===== config.mk =====
export PLATFORM = sky130hd
export DESIGN_NAME = dma_rd_arbiter_flat
export DESIGN_NICKNAME = d
export VERILOG_FILES = /design/src/rtl/dma_rd_arb_pkg.sv /design/src/rtl/dma_rd_arbiter_if.sv /design/src/rtl/dma_rd_order_fifo.sv /design/src/rtl/dma_rd_arbiter.sv /design/src/flat_wrapper.sv
export SDC_FILE = /design/constraint.sdc
export NUM_CORES = 1
export LEC_CHECK = 0
export CAP_MARGIN = 20
export CELL_PAD_IN_SITES_DETAIL_PLACEMENT = 1
export CELL_PAD_IN_SITES_GLOBAL_PLACEMENT = 2
export CORE_MARGIN = 5
export CORE_UTILIZATION = 16
export CTS_BUF_LIST = sky130_fd_sc_hd__clkbuf_8
export CTS_CLUSTER_SIZE = 25
export DETAILED_ROUTE_END_ITERATION = 10
export GPL_TIMING_DRIVEN = 0
export HOLD_SLACK_MARGIN = 0.08
export PLACE_DENSITY = 0.81
export SLEW_MARGIN = 20
export SYNTH_ARGS = -nofsm -noshare
export SYNTH_HDL_FRONTEND = slang
export SYNTH_SLANG_ARGS = --single-unit

===== constraint.sdc =====
create_clock -name clk -period 2.5 [get_ports clk]
set_clock_uncertainty 0.2 [all_clocks]
set_input_delay 0.25 -clock clk [delete_from_list [all_inputs] [get_ports clk]]
set_output_delay 0.25 -clock clk [all_outputs]
set_load 0.05 [all_outputs]

===== src/rtl/dma_rd_arb_pkg.sv =====
// Shared state encoding, AXI burst constant and sizing helpers for the DMA read arbiter.
package dma_rd_arb_pkg;

    typedef enum logic [0:0] {
        ARB_IDLE  = 1'b0,
        ARB_ISSUE = 1'b1
    } arb_state_e;

    localparam logic [1:0] AXI_BURST_INCR = 2'b01;

    // Index width that stays at least one bit wide for degenerate sizes.
    function automatic int idx_width(input int n);
        return (n > 1) ? $clog2(n) : 1;
    endfunction

    function automatic logic [2:0] arsize_enc(input int data_width);
        return 3'($clog2(data_width / 8));
    endfunction

endpackage


===== src/rtl/dma_rd_arbiter_if.sv =====
// Requester-side AR/R channels plus the shared AXI read master port.
// master = arbiter view, slave = requesters plus AXI slave view.
interface dma_rd_arbiter_if #(
    parameter int NUM_REQ    = 4,
    parameter int ADDR_WIDTH = 32,
    parameter int DATA_WIDTH = 64
);
    logic [NUM_REQ*ADDR_WIDTH-1:0] s_araddr;
    logic [NUM_REQ-1:0]            s_arvalid;
    logic [NUM_REQ-1:0]            s_arready;
    logic [DATA_WIDTH-1:0]         s_rdata;
    logic                          s_rlast;
    logic [NUM_REQ-1:0]            s_rvalid;
    logic [NUM_REQ-1:0]            s_rready;

    logic [ADDR_WIDTH-1:0]         m_araddr;
    logic [7:0]                    m_arlen;
    logic [2:0]                    m_arsize;
    logic [1:0]                    m_arburst;
    logic                          m_arvalid;
    logic                          m_arready;
    logic [DATA_WIDTH-1:0]         m_rdata;
    logic                          m_rlast;
    logic                          m_rvalid;
    logic                          m_rready;

    modport master (
        input  s_araddr, s_arvalid, s_rready,
               m_arready, m_rdata, m_rlast, m_rvalid,
        output s_arready, s_rdata, s_rlast, s_rvalid,
               m_araddr, m_arlen, m_arsize, m_arburst, m_arvalid, m_rready
    );

    modport slave (
        output s_araddr, s_arvalid, s_rready,
               m_arready, m_rdata, m_rlast, m_rvalid,
        input  s_arready, s_rdata, s_rlast, s_rvalid,
               m_araddr, m_arlen, m_arsize, m_arburst, m_arvalid, m_rready
    );

endinterface


===== src/rtl/dma_rd_order_fifo.sv =====
// Grant-order FIFO, first-word fall-through: dout shows the head whenever not empty.
// Push while full is dropped unless a pop frees the slot in the same cycle.
module dma_rd_order_fifo #(
    parameter int WIDTH = 2,
    parameter int DEPTH = 4
) (
    input  logic                   clk,
    input  logic                   rstn,
    input  logic                   push,
    input  logic                   pop,
    input  logic [WIDTH-1:0]       din,
    output logic [WIDTH-1:0]       dout,
    output logic                   empty,
    output logic                   full,
    output logic [$clog2(DEPTH):0] count
);
    localparam int AW = (DEPTH > 1) ? $clog2(DEPTH) : 1;
    localparam int CW = $clog2(DEPTH) + 1;

    logic [WIDTH-1:0] mem [DEPTH];
    logic [AW-1:0]    wr_ptr;
    logic [AW-1:0]    rd_ptr;
    logic             do_push;
    logic             do_pop;

    function automatic logic [AW-1:0] ptr_inc(input logic [AW-1:0] p);
        return (p == AW'(DEPTH - 1)) ? '0 : p + AW'(1);
    endfunction

    assign empty   = (count == '0);
    assign full    = (count == CW'(DEPTH));
    assign do_pop  = pop & ~empty;
    assign do_push = push & (~full | do_pop);
    assign dout    = mem[rd_ptr];

    always_ff @(posedge clk) begin
        if (!rstn) begin
            wr_ptr <= '0;
            rd_ptr <= '0;
            count  <= '0;
        end else begin
            if (do_push) begin
                mem[wr_ptr] <= din;
                wr_ptr      <= ptr_inc(wr_ptr);
            end
            if (do_pop) begin
                rd_ptr <= ptr_inc(rd_ptr);
            end
            case ({do_push, do_pop})
                2'b10:   count <= count + CW'(1);
                2'b01:   count <= count - CW'(1);
                default: count <= count;
            endcase
        end
    end

endmodule


===== src/rtl/dma_rd_arbiter.sv =====
// Shares one AXI read port among NUM_REQ DMA engines; AR grant takes 2 cycles, R steering is combinational.
// Round-robin grant unless DMA_RD_ARB_FIXED_PRIO_EN selects fixed lowest-index priority.
module dma_rd_arbiter
    import dma_rd_arb_pkg::*;
#(
    parameter int NUM_REQ         = 4,
    parameter int ADDR_WIDTH      = 32,
    parameter int DATA_WIDTH      = 64,
    parameter int BURST_LEN       = 16,
    parameter int MAX_OUTSTANDING = 4
) (
    input  logic                             clk,
    input  logic                             rstn,
    dma_rd_arbiter_if.master                 bus,
    output logic [$clog2(MAX_OUTSTANDING):0] outstanding,
    output logic                             err_rlast
);
    localparam int IW   = idx_width(NUM_REQ);
    localparam int CNTW = idx_width(BURST_LEN);

    localparam logic [0:0] ST_IDLE  = ARB_IDLE;
    localparam logic [0:0] ST_ISSUE = ARB_ISSUE;

    logic [0:0]            state;
    logic [IW-1:0]         grant;
    logic [IW-1:0]         winner;
    logic [IW-1:0]         head;
    logic [ADDR_WIDTH-1:0] araddr_q;
    logic [ADDR_WIDTH-1:0] win_addr;
    logic                  arvalid_q;
    logic                  ar_hs;
    logic                  r_hs;
    logic                  last_beat;
    logic                  head_rdy;
    logic                  fifo_empty;
    logic                  fifo_full;
    logic [CNTW-1:0]       beat_cnt;

`ifdef DMA_RD_ARB_FIXED_PRIO_EN
    always_comb begin
        winner = '0;
        for (int i = NUM_REQ - 1; i >= 0; i--) begin
            if (bus.s_arvalid[i]) winner = IW'(i);
        end
    end
`else
    logic [IW-1:0] last_grant;

    // Scan farthest-first so the requester right after last_grant is assigned last and wins.
    always_comb begin
        winner = '0;
        for (int k = NUM_REQ; k >= 1; k--) begin
            for (int i = 0; i < NUM_REQ; i++) begin
                if (i == (int'(last_grant) + k) % NUM_REQ && bus.s_arvalid[i]) winner = IW'(i);
            end
        end
    end
`endif

    always_comb begin
        win_addr = '0;
        for (int i = 0; i < NUM_REQ; i++) begin
            if (winner == IW'(i)) win_addr = bus.s_araddr[i*ADDR_WIDTH +: ADDR_WIDTH];
        end
    end

    assign ar_hs = (state == ST_ISSUE) & arvalid_q & bus.m_arready;

    always_ff @(posedge clk) begin
        if (!rstn) begin
            state     <= ST_IDLE;
            grant     <= '0;
            araddr_q  <= '0;
            arvalid_q <= 1'b0;
`ifndef DMA_RD_ARB_FIXED_PRIO_EN
            last_grant <= IW'(NUM_REQ - 1);
`endif
        end else begin
            case (state)
                ST_IDLE: begin
                    if ((|bus.s_arvalid) && !fifo_full) begin
                        grant     <= winner;
                        araddr_q  <= win_addr;
                        arvalid_q <= 1'b1;
                        state     <= ST_ISSUE;
                    end
                end
                ST_ISSUE: begin
                    if (ar_hs) begin
                        arvalid_q <= 1'b0;
                        state     <= ST_IDLE;
`ifndef DMA_RD_ARB_FIXED_PRIO_EN
                        last_grant <= grant;
`endif
                    end
                end
                default: state <= ST_IDLE;
            endcase
        end
    end

    always_comb begin
        bus.s_arready = '0;
        for (int i = 0; i < NUM_REQ; i++) begin
            if (ar_hs && grant == IW'(i)) bus.s_arready[i] = 1'b1;
        end
    end

    assign bus.m_araddr  = araddr_q;
    assign bus.m_arvalid = arvalid_q;
    assign bus.m_arlen   = 8'(BURST_LEN - 1);
    assign bus.m_arsize  = arsize_enc(DATA_WIDTH);
    assign bus.m_arburst = AXI_BURST_INCR;

    // R beats always belong to the FIFO head; an empty FIFO blocks the channel.
    always_comb begin
        bus.s_rvalid = '0;
        head_rdy     = 1'b0;
        for (int i = 0; i < NUM_REQ; i++) begin
            if (head == IW'(i)) begin
                bus.s_rvalid[i] = bus.m_rvalid & ~fifo_empty;
                head_rdy        = bus.s_rready[i];
            end
        end
    end

    assign bus.m_rready = ~fifo_empty & head_rdy;
    assign bus.s_rdata  = bus.m_rdata;
    assign bus.s_rlast  = bus.m_rlast;
    assign r_hs         = bus.m_rvalid & bus.m_rready;
    assign last_beat    = (beat_cnt == CNTW'(BURST_LEN - 1));

    // Burst end comes from the beat count; m_rlast is only cross-checked.
    always_ff @(posedge clk) begin
        if (!rstn) begin
            beat_cnt  <= '0;
            err_rlast <= 1'b0;
        end else if (r_hs) begin
            beat_cnt <= last_beat ? '0 : beat_cnt + CNTW'(1);
            if (bus.m_rlast != last_beat) err_rlast <= 1'b1;
        end
    end

    dma_rd_order_fifo #(
        .WIDTH (IW),
        .DEPTH (MAX_OUTSTANDING)
    ) u_order_fifo (
        .clk   (clk),
        .rstn  (rstn),
        .push  (ar_hs),
        .pop   (r_hs & last_beat),
        .din   (grant),
        .dout  (head),
        .empty (fifo_empty),
        .full  (fifo_full),
        .count (outstanding)
    );

endmodule


===== src/flat_wrapper.sv =====
// flat-port wrapper written by rule: the top's interface ports become plain ports
module dma_rd_arbiter_flat import dma_rd_arb_pkg::*;
#(
    parameter int NUM_REQ         = 4,
    parameter int ADDR_WIDTH      = 32,
    parameter int DATA_WIDTH      = 64,
    parameter int BURST_LEN       = 16,
    parameter int MAX_OUTSTANDING = 4
)
  (clk, rstn, outstanding, err_rlast, bus_s_araddr, bus_s_arvalid, bus_s_rready, bus_m_arready, bus_m_rdata, bus_m_rlast, bus_m_rvalid, bus_s_arready, bus_s_rdata, bus_s_rlast, bus_s_rvalid, bus_m_araddr, bus_m_arlen, bus_m_arsize, bus_m_arburst, bus_m_arvalid, bus_m_rready);
  dma_rd_arbiter_if #(.NUM_REQ(NUM_REQ), .ADDR_WIDTH(ADDR_WIDTH), .DATA_WIDTH(DATA_WIDTH)) bus_i ();
  input  logic clk;
  input  logic rstn;
  output logic [$clog2(MAX_OUTSTANDING):0] outstanding;
  output logic err_rlast;
  input wire logic [$bits(bus_i.s_araddr)-1:0] bus_s_araddr;
  input wire logic [$bits(bus_i.s_arvalid)-1:0] bus_s_arvalid;
  input wire logic [$bits(bus_i.s_rready)-1:0] bus_s_rready;
  input wire logic [$bits(bus_i.m_arready)-1:0] bus_m_arready;
  input wire logic [$bits(bus_i.m_rdata)-1:0] bus_m_rdata;
  input wire logic [$bits(bus_i.m_rlast)-1:0] bus_m_rlast;
  input wire logic [$bits(bus_i.m_rvalid)-1:0] bus_m_rvalid;
  output wire logic [$bits(bus_i.s_arready)-1:0] bus_s_arready;
  output wire logic [$bits(bus_i.s_rdata)-1:0] bus_s_rdata;
  output wire logic [$bits(bus_i.s_rlast)-1:0] bus_s_rlast;
  output wire logic [$bits(bus_i.s_rvalid)-1:0] bus_s_rvalid;
  output wire logic [$bits(bus_i.m_araddr)-1:0] bus_m_araddr;
  output wire logic [$bits(bus_i.m_arlen)-1:0] bus_m_arlen;
  output wire logic [$bits(bus_i.m_arsize)-1:0] bus_m_arsize;
  output wire logic [$bits(bus_i.m_arburst)-1:0] bus_m_arburst;
  output wire logic [$bits(bus_i.m_arvalid)-1:0] bus_m_arvalid;
  output wire logic [$bits(bus_i.m_rready)-1:0] bus_m_rready;
  assign bus_i.s_araddr = bus_s_araddr;
  assign bus_i.s_arvalid = bus_s_arvalid;
  assign bus_i.s_rready = bus_s_rready;
  assign bus_i.m_arready = bus_m_arready;
  assign bus_i.m_rdata = bus_m_rdata;
  assign bus_i.m_rlast = bus_m_rlast;
  assign bus_i.m_rvalid = bus_m_rvalid;
  assign bus_s_arready = bus_i.s_arready;
  assign bus_s_rdata = bus_i.s_rdata;
  assign bus_s_rlast = bus_i.s_rlast;
  assign bus_s_rvalid = bus_i.s_rvalid;
  assign bus_m_araddr = bus_i.m_araddr;
  assign bus_m_arlen = bus_i.m_arlen;
  assign bus_m_arsize = bus_i.m_arsize;
  assign bus_m_arburst = bus_i.m_arburst;
  assign bus_m_arvalid = bus_i.m_arvalid;
  assign bus_m_rready = bus_i.m_rready;
  dma_rd_arbiter #(.NUM_REQ(NUM_REQ), .ADDR_WIDTH(ADDR_WIDTH), .DATA_WIDTH(DATA_WIDTH), .BURST_LEN(BURST_LEN), .MAX_OUTSTANDING(MAX_OUTSTANDING)) u_core (.clk(clk), .rstn(rstn), .bus(bus_i), .outstanding(outstanding), .err_rlast(err_rlast));
endmodule

==> impl_metrics.tcl, run 1 <==
set metrics [dict create \
    run_status "finished with violations" \
    violations "setup timing" \
    layout_cell_area_excl_fill_um2 7690 \
    detail-route-antenna-nets 0 \
    post_synth_fa_ha_maj_area_fraction_pct 2.27 \
    post-dp-hpwl_um 15900 \
    grt-ovfl-total 0 \
    fp.dieW_um 172 \
    layout_stage_area_growth_over_the_synthesis_result_pct 83.3 \
    fmax_ghz 0.371 \
    grt_pass1_vias 4999 \
    diodes 0 \
    cell_internal_power_w 0.00212 \
    rsz0062_at_grt "true" \
    design.die.area_um2 29500 \
    yosys-top-cells-area "dfxtp_1 25%, buf_4 15%, mux2i_1 9.1%" \
    final_setup_violation_count 11 \
    first_iter_violations 109 \
    worstMarginPinSlew_ns 0.645 \
    weighted_congestion_reported_at_the_end_of_routability_driven_placement 0.742 \
    leakage_nw 3.03 \
    yosysWarnings 0 \
    cp_data_required_time_ns 2.52 \
    antenna_violations_before_repair 2 \
    fin_crit_sh_pct 108 \
    global_route.usage.total_pct 12.7 \
    drive_above_1_share_pct 21.9 \
    yosysTopAreaCellShare_pct 24.8 \
    wire_length_of_the_first_global_routing_pass_um 28700 \
    syn_avg_cell_area_um2 8.64 \
    switching_power_w 0.00146 \
    clk_path_buf_depth 2 \
    ctsRootBufferMaster "clkbuf_8" \
    worst_hold_slack_ns 0.258 \
    synth_top_area_cell "dfxtp_1" \
    drc 0 \
    worst_setup_path_start_kind "flip-flop" \
    layout_commonest_cell "clkdlybuf4s50_1" \
    area_fraction_in_compound_gates_after_synthesis_pct 20.0 \
    clk-insertion-delay-late_ns 0.36 \
    main_combinational_cell_family_by_area_after_synthesis "compound AO/OA/AOI/OAI gates" \
    total_cell_area_at_the_placement_stage_um2 7190 \
    crit_path_end_kind "flip-flop" \
    power.switching_fraction_pct 40.8 \
    post-route-worst-setup-slack_ns -0.198 \
    ys.flop_type "dfxtp_1" \
    slew_headroom_pct 57.0 \
    post_drt_wl_per_cell_um 18.0 \
    worst_hold_path_type "reg -> reg" \
    detailedPlace.worstSlack_ns -0.717 \
    power_density_nw_per_um2 465 \
    pwr-share-seq_pct 30.7 \
    synth_seq_area_share_pct 30.6 \
    synth_cell_types 42 \
    number_of_synthesized_flops_with_an_enable_pin 8 \
    muxShareOfSynthArea_pct 10.7 \
    layout_common_cells "240 x clkdlybuf4s50_1, 89 x buf_4, 51 x dfxtp_1" \
    yosys.area_share.xor_xnor_pct 0.627 \
    core_area_um2 25900 \
    cts-htree-levels 3 \
    dieHeight_um 172 \
    final_period_minus_worst_setup_slack_ns 2.70 \
    num_vias 4652 \
    totalNegativeSetupSlack_ns -1.64 \
    cts.reportedPaths.clkPinSlew_ns 0.08 \
    ys_seq_elements 60 \
    floorplan.initialDensity_pct 16.2 \
    clkPwrFrac_pct 23.6 \
    tritoncts_num_sinks 60 \
    yosys.area_share.simple_pct 17.4 \
    path_class "reg -> reg" \
    pin_count 329 \
    detailedRoute.firstPassIterationCount 6 \
    cts-buffers-inserted 9 \
    crit_arrival_ns 2.71 \
    via_per_inst 4.19 \
    critical_path_peak_fanout 4 \
    place.port_buffers 251 \
    grt_max_degree 13 \
    synth_area_um2 4190 \
    timing.final.hold_violations 0 \
    cts_tree "yes" \
    drt-total-wl_um 20000 \
    layout.nets 982 \
    netlist_instances 485 \
    placement_rows 59 \
    comb_power_share_pct 45.7 \
    maxCapViolations 0 \
    async_reset_ff_share_pct 0 \
    ir_drop_v 0.000192 \
    report.final.slew_viol_count 0 \
]
[registers in the layout, summed over array words and instances (netlist names), named ones only]
register and cells:
u_core.bus.m_araddr 32, u_core.err_rlast 1, u_core.grant 2, u_core.beat_cnt 4, u_core.u_order_fifo.rd_ptr 2, u_core.u_order_fifo.count 3, u_core.u_order_fifo.wr_ptr 2, u_core.state 1
u_core.u_order_fifo.mem 8, u_core.bus.m_arvalid 1, u_core.last_grant 2
[cell usage after synthesis (2+ instances only)]
master	count
a21oi_1	40
nand2b_1	4
clkbuf_1	29
buf_4	81
nor2b_1	2
or3_1	4
nand2_1	50
mux2i_1	38
a211oi_1	36
edfxtp_1	8
ha_1	6
mux4_2	2
nor2_1	16
a211o_1	33
nor4b_1	32
nand3_1	6
buf_2	4
xnor2_1	2
o211ai_1	2
conb_1	2
dfxtp_1	52
and3_1	8
nor3_1	4
inv_1	6
[power groups by stage]
stage          logic [W]  registers (W)  clock network, W
3_3_place_gp     0.00159        0.00112                 0
4_1_cts          0.00162        0.00110          0.000900
2_1_floorplan   0.000745        0.00133                 0
5_1_grt          0.00174        0.00111          0.000933
6_report         0.00163        0.00110          0.000843
3_5_place_dp     0.00160        0.00112                 0
[per-layer routing]
metal,global-route usage (%),vias up,wire [um]
met5,0,-,27
met4,3.62,4,314
met3,4.12,18,1830
met2,22.0,206,9740
met1,15.2,2183,8050
li1,-,2241,-
[through the flow]
stage / power [W] / instances / utilization [%]
2_1_floorplan: 0.00208 / 496 / -
3_3_place_gp: 0.00271 / 1082 / 27.7
3_5_place_dp: 0.00272 / 1082 / 27.7
4_1_cts: 0.00362 / 1105 / 29.0
5_1_grt: 0.00379 / 1110 / 29.7
6_report: 0.00358 / 1110 / 29.7
[cell type report]
class / count / area [um2]
buffer: 113 / 769
clock buffer: 9 / 124
clock inverter: 7 / 51.3
fill: 3002 / 18200
inverter: 7 / 26.3
multi-input combinational: 314 / 2370
sequential: 60 / 1280
tap: 335 / 419
timing repair buffer: 265 / 2640
[kinds of logic (layout without fill, tap and decap cells)]
group / after synthesis / in the layout
buf+inv: 122 / 401
other cells: 2 / 13
compound gates: 119 / 119
fa+ha+maj: 7 / 7
mux: 41 / 41
xor+xnor: 3 / 3
flops: 60 / 60
simple gates: 131 / 131
[critical path, stage by stage (launching register included)]
cell and delay [ns]:
edfxtp_1 0.38, mux4_2 0.55, mux2i_2 0.19, mux2i_4 0.21, and3_4 0.23, inv_2 0.04
fa_2 0.52, nand2_1 0.06, o2111ai_2 0.09, a21oi_1 0.09
[path summary, 6_finish.rpt]
path / startpoint / endpoint / slack, ns / cells past startpoint
worst max-delay path: u_core.u_order_fifo.mem[3][0]$_DFFE_PP_ / u_core.u_order_fifo.count[1]$_SDFFE_PN0P_ / -0.20 / 9
worst min-delay path: u_core.bus.m_araddr[16]$_SDFFE_PN0P_ / u_core.bus.m_araddr[16]$_SDFFE_PN0P_ / 0.26 / 2
worst max register to register: u_core.u_order_fifo.mem[3][0]$_DFFE_PP_ / u_core.u_order_fifo.count[1]$_SDFFE_PN0P_ / -0.20 / 9
worst min register to register: u_core.bus.m_araddr[16]$_SDFFE_PN0P_ / u_core.bus.m_araddr[16]$_SDFFE_PN0P_ / 0.26 / 2
[repair_timing]
item | CTS | global route
resized for setup | 45 | 50
hold endpoints to repair | 0 | 0
pin swaps | 8 | 6
hold buffers | 0 | 0
endpoints found under the setup margin | 54 | 55
buffers inserted | 7 | 7
gates cloned | 0 | 0
Power figures use the tool's default switching activity.
==> run 2, diff against run 1 <==
--- a/config.mk
+++ b/config.mk
@@ -15,7 +15,7 @@
 export DETAILED_ROUTE_END_ITERATION = 10
 export GPL_TIMING_DRIVEN = 0
 export HOLD_SLACK_MARGIN = 0.08
-export PLACE_DENSITY = 0.81
+export PLACE_DENSITY_LB_ADDON = 0.1
 export SLEW_MARGIN = 20
 export SYNTH_ARGS = -nofsm -noshare
 export SYNTH_HDL_FRONTEND = slang
==> constraint.sdc (replaced) <==
create_clock -name clk -period 2.5 [get_ports clk]
set_clock_uncertainty 0.2 [all_clocks]
set_input_delay 0.25 -clock clk [delete_from_list [all_inputs] [get_ports clk]]
set_output_delay 0.25 -clock clk [all_outputs]
set_load 0.02 [all_outputs]
==> impl_metrics.tcl, run 2 (synthesis gave the netlist of run 1 again) <==
set metrics [dict create \
    grt_pass1_vias 5121 \
    layout.nets 984 \
    worstMarginPinSlew_ns 0.678 \
    grt-ovfl-total 0 \
    rrSetupSlack_ns -0.28 \
    ctsRootBufferMaster "clkbuf_8" \
    drt-total-wl_um 19900 \
    post_layout_nonfiller_instances 1112 \
    cp_slowest_stage_delay_ns 0.57 \
    r2r_cell_count 10 \
    clk_path_buf_depth 2 \
    post-dp-hpwl_um 16400 \
    globalRouteMet3Util_pct 7.48 \
    placement_rows 59 \
    tritoncts_num_sinks 60 \
    final_period_minus_worst_setup_slack_ns 2.78 \
    r2r-start "u_core.u_order_fifo.mem[2][0]$_DFFE_PP_" \
    layout_cell_area_excl_fill_um2 7660 \
    global_route.usage.total_pct 12.7 \
    clk-insertion-delay-late_ns 0.36 \
    report.final.slew_viol_count 0 \
    cts_tree "yes" \
    ir_drop_v 0.000173 \
    slowest_stage "mux4_2" \
    drive_above_1_share_pct 19.8 \
    post-place-cells 1082 \
    critical_path_peak_fanout 4 \
    via_per_inst 4.18 \
    final_setup_violation_count 12 \
    maxCapViolations 0 \
    fp.dieW_um 172 \
    cp_data_required_time_ns 2.52 \
    total_cell_area_at_the_placement_stage_um2 7170 \
    fmax_ghz 0.359 \
    worstReg2RegEnd "u_core.u_order_fifo.count[1]$_SDFFE_PN0P_" \
    pin_count 329 \
    crit_chain "mux4_2 -> mux2i_4 -> mux2i_4 -> buf_6 -> and3_4 -> inv_2 -> fa_2 -> nand2_1 -> o211ai_1 -> a21oi_2" \
    slew_headroom_pct 54.8 \
    end_of_flow_core_utilization_pct 29.6 \
    detail-route-antenna-nets 0 \
    core_area_um2 25900 \
    rsz0062_at_grt "true" \
    fin_total_pwr_w 0.00348 \
    largest_reg_flops 32 \
    post-route-worst-setup-slack_ns -0.285 \
    wire_length_of_the_first_global_routing_pass_um 28700 \
    crit_arrival_ns 2.80 \
    worst_path_most_repeated_cell "mux2i_4" \
    run_status "finished with violations" \
    antenna_violations_before_repair 6 \
    num_vias 4643 \
    worst_hold_path_type "reg -> reg" \
    violations "setup timing" \
    crit_path_end_kind "flip-flop" \
    hold_critical_path_endpoint "u_core.bus.m_araddr[26]$_SDFFE_PN0P_" \
    worst_setup_path_start_kind "flip-flop" \
    layout_common_cells "242 x clkdlybuf4s50_1, 94 x buf_4, 51 x dfxtp_1" \
    diodes 0 \
    top_usage_layer "met2" \
    timing.final.hold_violations 0 \
    post_drt_wl_per_cell_um 17.9 \
    weighted_congestion_reported_at_the_end_of_routability_driven_placement 0.694 \
    fin_crit_sh_pct 111 \
    layout_commonest_cell "clkdlybuf4s50_1" \
    drc 0 \
    gr-usage-met1_pct 12.8 \
    groute.layer.met2.usage_pct 23.1 \
    layout_stage_area_growth_over_the_synthesis_result_pct 82.8 \
    timing.hold.worst_path_depth 2 \
    cts-buffers-inserted 9 \
    dieHeight_um 172 \
    cts-htree-levels 3 \
    first_iter_violations 76 \
    cts.reportedPaths.clkPinSlew_ns 0.08 \
    grt_max_degree 11 \
    leakage_nw 3.12 \
    place.port_buffers 251 \
    path_class "reg -> reg" \
    holdCritStartpoint "u_core.bus.m_araddr[26]$_SDFFE_PN0P_" \
    detailedRoute.firstPassIterationCount 4 \
    detailedPlace.worstSlack_ns -0.755 \
    design.die.area_um2 29500 \
    power_density_nw_per_um2 453 \
    floorplan.initialDensity_pct 16.2 \
]
-- run 2: cell types whose count changed in the layout (fill, tap and decap cells not counted), moves of 4 or more --
cell,change
dlymetal6s2s_1,+5
buf_4,+5
buf_6,-5
a211oi_2,-4
a211oi_1,+6
-- run 2: area by class of cell --
| cell class | instances | area (um2) |
|---|---|---|
| fill | 3019 | 18200 |
| inverter | 7 | 26.3 |
| sequential | 60 | 1280 |
| timing repair buffer | 265 | 2630 |
| tap | 335 | 419 |
| multi-input combinational | 314 | 2320 |
| buffer | 115 | 758 |
| clock buffer | 9 | 124 |
| clock inverter | 7 | 106 |
-- run 2: report_power, final --
| group | internal, W | total, W | leakage, nW | switching, W |
|---|---|---|---|---|
| combinational | 0.000694 | 0.00130 | 2.50 | 0.000610 |
| clock | 0.000651 | 0.00107 | 0.119 | 0.000423 |
| sequential | 0.00105 | 0.00110 | 0.502 | 0.0000497 |
-- run 2: metal layers --
layer	part of all wire [%]	wire length, um	vias up
met5	0.38	76	-
met4	0.70	140	12
met3	12	2390	18
met2	52	10400	183
met1	35	6960	2178
li1	-	-	2252
-- run 2: per-stage QoR --
stage	setup TNS (ns)	hold slack [ns]
after floorplan	-0.205	0.197
after global placement	-18.64	0.244
after detailed placement	-24.91	0.249
after CTS	-1.33	0.261
after global routing	-3.05	0.283
final	-1.60	0.256
-- run 2: repair_timing --
item,in CTS,in global routing
pin swaps,4,3
hold endpoints to repair,0,0
setup endpoints to repair,52,48
hold buffers,0,0
resized for setup,19,44
setup buffers,6,8
-- run 2: worst max-delay path by stage --
stage / start / to / cells after the start
2_1_floorplan: flip-flop / u_core.u_order_fifo.count[2]$_SDFFE_PN0P_ / 9
3_3_place_gp: bus_s_arvalid[3] / u_core.bus.m_araddr[12]$_SDFFE_PN0P_ / 9
3_5_place_dp: bus_s_arvalid[1] / u_core.bus.m_araddr[10]$_SDFFE_PN0P_ / 9
4_1_cts: u_core.u_order_fifo.mem[2][0]$_DFFE_PP_ / bus_m_rready / 6
5_1_grt: u_core.u_order_fifo.mem[2][0]$_DFFE_PP_ / u_core.u_order_fifo.count[1]$_SDFFE_PN0P_ / 10
6_report: u_core.u_order_fifo.mem[2][0]$_DFFE_PP_ / u_core.u_order_fifo.count[1]$_SDFFE_PN0P_ / 10
-- run 2: critical path, delay by kind of cell (launching register included) --
kind            cells  cell delay (ns)
mux                 3             0.96
fa+ha+maj           1             0.53
flops               1             0.38
simple gates        2             0.23
buf+inv             2             0.17
compound gates      2             0.17
==> run 3, diff against run 2 <==
--- a/config.mk
+++ b/config.mk
@@ -16,6 +16,7 @@
 export GPL_TIMING_DRIVEN = 0
 export HOLD_SLACK_MARGIN = 0.08
 export PLACE_DENSITY_LB_ADDON = 0.1
+export REMOVE_ABC_BUFFERS = 1
 export SLEW_MARGIN = 20
 export SYNTH_ARGS = -nofsm -noshare
 export SYNTH_HDL_FRONTEND = slang
==> impl_metrics.tcl, run 3 (synthesis gave the netlist of run 1 again) <==
set metrics [dict create \
    drc 0 \
    violations "setup timing" \
    switching_power_w 0.00102 \
    report.final.slew_viol_count 0 \
    worstMarginPinSlew_ns 1.02 \
    layout_stage_area_growth_over_the_synthesis_result_pct 55.1 \
    tritoncts_num_sinks 60 \
    power_density_nw_per_um2 467 \
    placement_rows 59 \
    rrSetupSlack_ns -0.21 \
    post_layout_nonfiller_instances 948 \
    pwr-share-seq_pct 36.2 \
    crit_path_end_kind "flip-flop" \
    drt-total-wl_um 23600 \
    power.switching_fraction_pct 33.6 \
    via_per_inst 4.40 \
    hold_critical_path_endpoint "u_core.bus.m_araddr[10]$_SDFFE_PN0P_" \
    r2r-start "u_core.u_order_fifo.mem[3][0]$_DFFE_PP_" \
    fin_crit_sh_pct 108 \
    worstReg2RegEnd "u_core.u_order_fifo.count[1]$_SDFFE_PN0P_" \
    final_period_minus_worst_setup_slack_ns 2.71 \
    post_drt_wl_per_cell_um 24.9 \
    cp_data_required_time_ns 2.49 \
    fin_total_pwr_w 0.00304 \
    worst_setup_path_start_kind "flip-flop" \
    cts-htree-levels 3 \
    layout.nets 820 \
    cts_tree "yes" \
    global_route.usage.total_pct 15.5 \
    diodes 0 \
    post-route-worst-setup-slack_ns -0.208 \
    maxCapViolations 0 \
    ctsRootBufferMaster "clkbuf_8" \
    timing.hold.worst_path_depth 2 \
    largest_reg_flops 32 \
    cp_slowest_stage_delay_ns 0.54 \
    clk_path_buf_depth 2 \
    grt-ovfl-total 0 \
    grt_max_degree 59 \
    design.die.area_um2 29500 \
    clk-insertion-delay-late_ns 0.35 \
    crit_chain "mux4_2 -> mux2i_2 -> mux2i_4 -> and3_4 -> inv_2 -> fa_2 -> nand2_1 -> o2111ai_1 -> a21oi_1" \
    post-dp-hpwl_um 17700 \
    final_setup_violation_count 12 \
    grt_pass1_vias 4469 \
    cell_internal_power_w 0.00202 \
    holdCritStartpoint "u_core.bus.m_araddr[10]$_SDFFE_PN0P_" \
    clkPwrFrac_pct 27.1 \
    drive_above_1_share_pct 12.1 \
    slew_headroom_pct 32.3 \
    r2r_cell_count 9 \
    floorplan.initialDensity_pct 16.2 \
    totalNegativeSetupSlack_ns -1.85 \
    path_class "reg -> reg" \
    fp.dieW_um 172 \
    detailedRoute.firstPassIterationCount 4 \
    cts.reportedPaths.clkPinSlew_ns 0.08 \
    worst_hold_path_type "reg -> reg" \
    ir_drop_v 0.000202 \
    first_iter_violations 121 \
    antenna_violations_before_repair 2 \
    layout_commonest_cell "clkdlybuf4s50_1" \
    weighted_congestion_reported_at_the_end_of_routability_driven_placement 0.655 \
    core_area_um2 25900 \
    post-place-cells 914 \
    rsz0062_at_grt "true" \
    slowest_stage "mux4_2" \
    run_status "finished with violations" \
    crit_arrival_ns 2.70 \
    wire_length_of_the_first_global_routing_pass_um 32600 \
    cts-buffers-inserted 9 \
    comb_power_share_pct 36.7 \
    fmax_ghz 0.369 \
    num_vias 4174 \
    critical_path_peak_fanout 3 \
    dieHeight_um 172 \
    pin_count 329 \
    layout_common_cells "175 x clkdlybuf4s50_1, 50 x nand2_1, 50 x dfxtp_1" \
    place.port_buffers 187 \
    detail-route-antenna-nets 0 \
    timing.final.hold_violations 0 \
    leakage_nw 2.49 \
]
[run 3: cell types whose count changed in the layout (fill, tap and decap cells not counted), moves of 3 or more]
cell	delta
buf_16	+8
bufinv_16	-3
clkdlybuf4s50_1	-67
clkbuf_1	-18
clkinv_2	+3
buf_4	-82
and3_1	+3
buf_6	+4
dlygate4sd2_1	+6
and3_4	-3
buf_2	-3
clkbuf_2	-10
dlymetal6s2s_1	-4
[run 3: power groups by stage]
stage | clock, W | sequential, W | combinational, W
3_5_place_dp | 0 | 0.00112 | 0.00106
6_report | 0.000824 | 0.00110 | 0.00112
4_1_cts | 0.000894 | 0.00110 | 0.00111
2_1_floorplan | 0 | 0.00119 | 0.000399
5_1_grt | 0.000924 | 0.00111 | 0.00121
3_3_place_gp | 0 | 0.00111 | 0.00101
[run 3: cell type report]
| type | count | area, um2 |
|---|---|---|
| fill | 2967 | 19400 |
| multi-input combinational | 315 | 2320 |
| timing repair buffer | 215 | 2280 |
| sequential | 60 | 1280 |
| tap | 335 | 419 |
| clock buffer | 10 | 138 |
| clock inverter | 6 | 31.3 |
| inverter | 7 | 26.3 |
[run 3: how the worst max path moves through the flow]
stage | start | to | slack [ns] | depth (start not counted)
detailed placement | bus_s_arvalid[2] | u_core.bus.m_araddr[17]$_SDFFE_PN0P_ | -1.17 | 9
global route | u_core.u_order_fifo.mem[3][0]$_DFFE_PP_ | u_core.u_order_fifo.count[1]$_SDFFE_PN0P_ | -0.28 | 9
global placement | bus_s_arvalid[3] | u_core.bus.m_araddr[17]$_SDFFE_PN0P_ | -6.14 | 7
CTS | u_core.u_order_fifo.mem[3][0]$_DFFE_PP_ | u_core.u_order_fifo.count[1]$_SDFFE_PN0P_ | -0.23 | 9
finish | u_core.u_order_fifo.mem[3][0]$_DFFE_PP_ | u_core.u_order_fifo.count[1]$_SDFFE_PN0P_ | -0.21 | 9
floorplan | bus_s_arvalid[2] | u_core.bus.m_araddr[0]$_SDFFE_PN0P_ | -2.19 | 5
[run 3: per-layer routing]
metal / wire length [um] / track usage [%] / share of wire (%) / up-vias
met3: 4220 / 14.2 / 18 / 20
li1: - / - / - / 1927
met4: 206 / 2.77 / 0.87 / 10
met5: 299 / 7.69 / 1.3 / -
met2: 9290 / 20.6 / 39 / 267
met1: 9630 / 17.9 / 41 / 1950
[run 3: what timing repair did]
item	CTS	global route
pin swaps	11	2
buffers inserted	13	2
gates resized for setup	29	16
hold buffers	0	0
endpoints found under the hold margin	0	0
endpoints found under the setup margin	52	55
cloned	2	2
[run 3: stage by stage]
stage               setup WS [ns]  cell area [um2]  hold WS [ns]  utilization [%]
floorplan                   -2.19             3490         0.122                -
global placement            -6.14             5780         0.245             22.3
detailed placement          -1.17             6070         0.249             23.4
CTS                        -0.226             6420         0.259             24.8
global route               -0.278             6500         0.278             25.1
finish                     -0.208             6500         0.255             25.1
[run 3: worst max-delay path, delay by kind of cell (launching register included)]
family,cells,cell delay [ns]
muxes,3,0.91
adders and majority gates,1,0.53
and+or+nand+nor,2,0.29
buffers and inverters,1,0.04
DFF,1,0.39
AOI/OAI and AO/OA,2,0.19
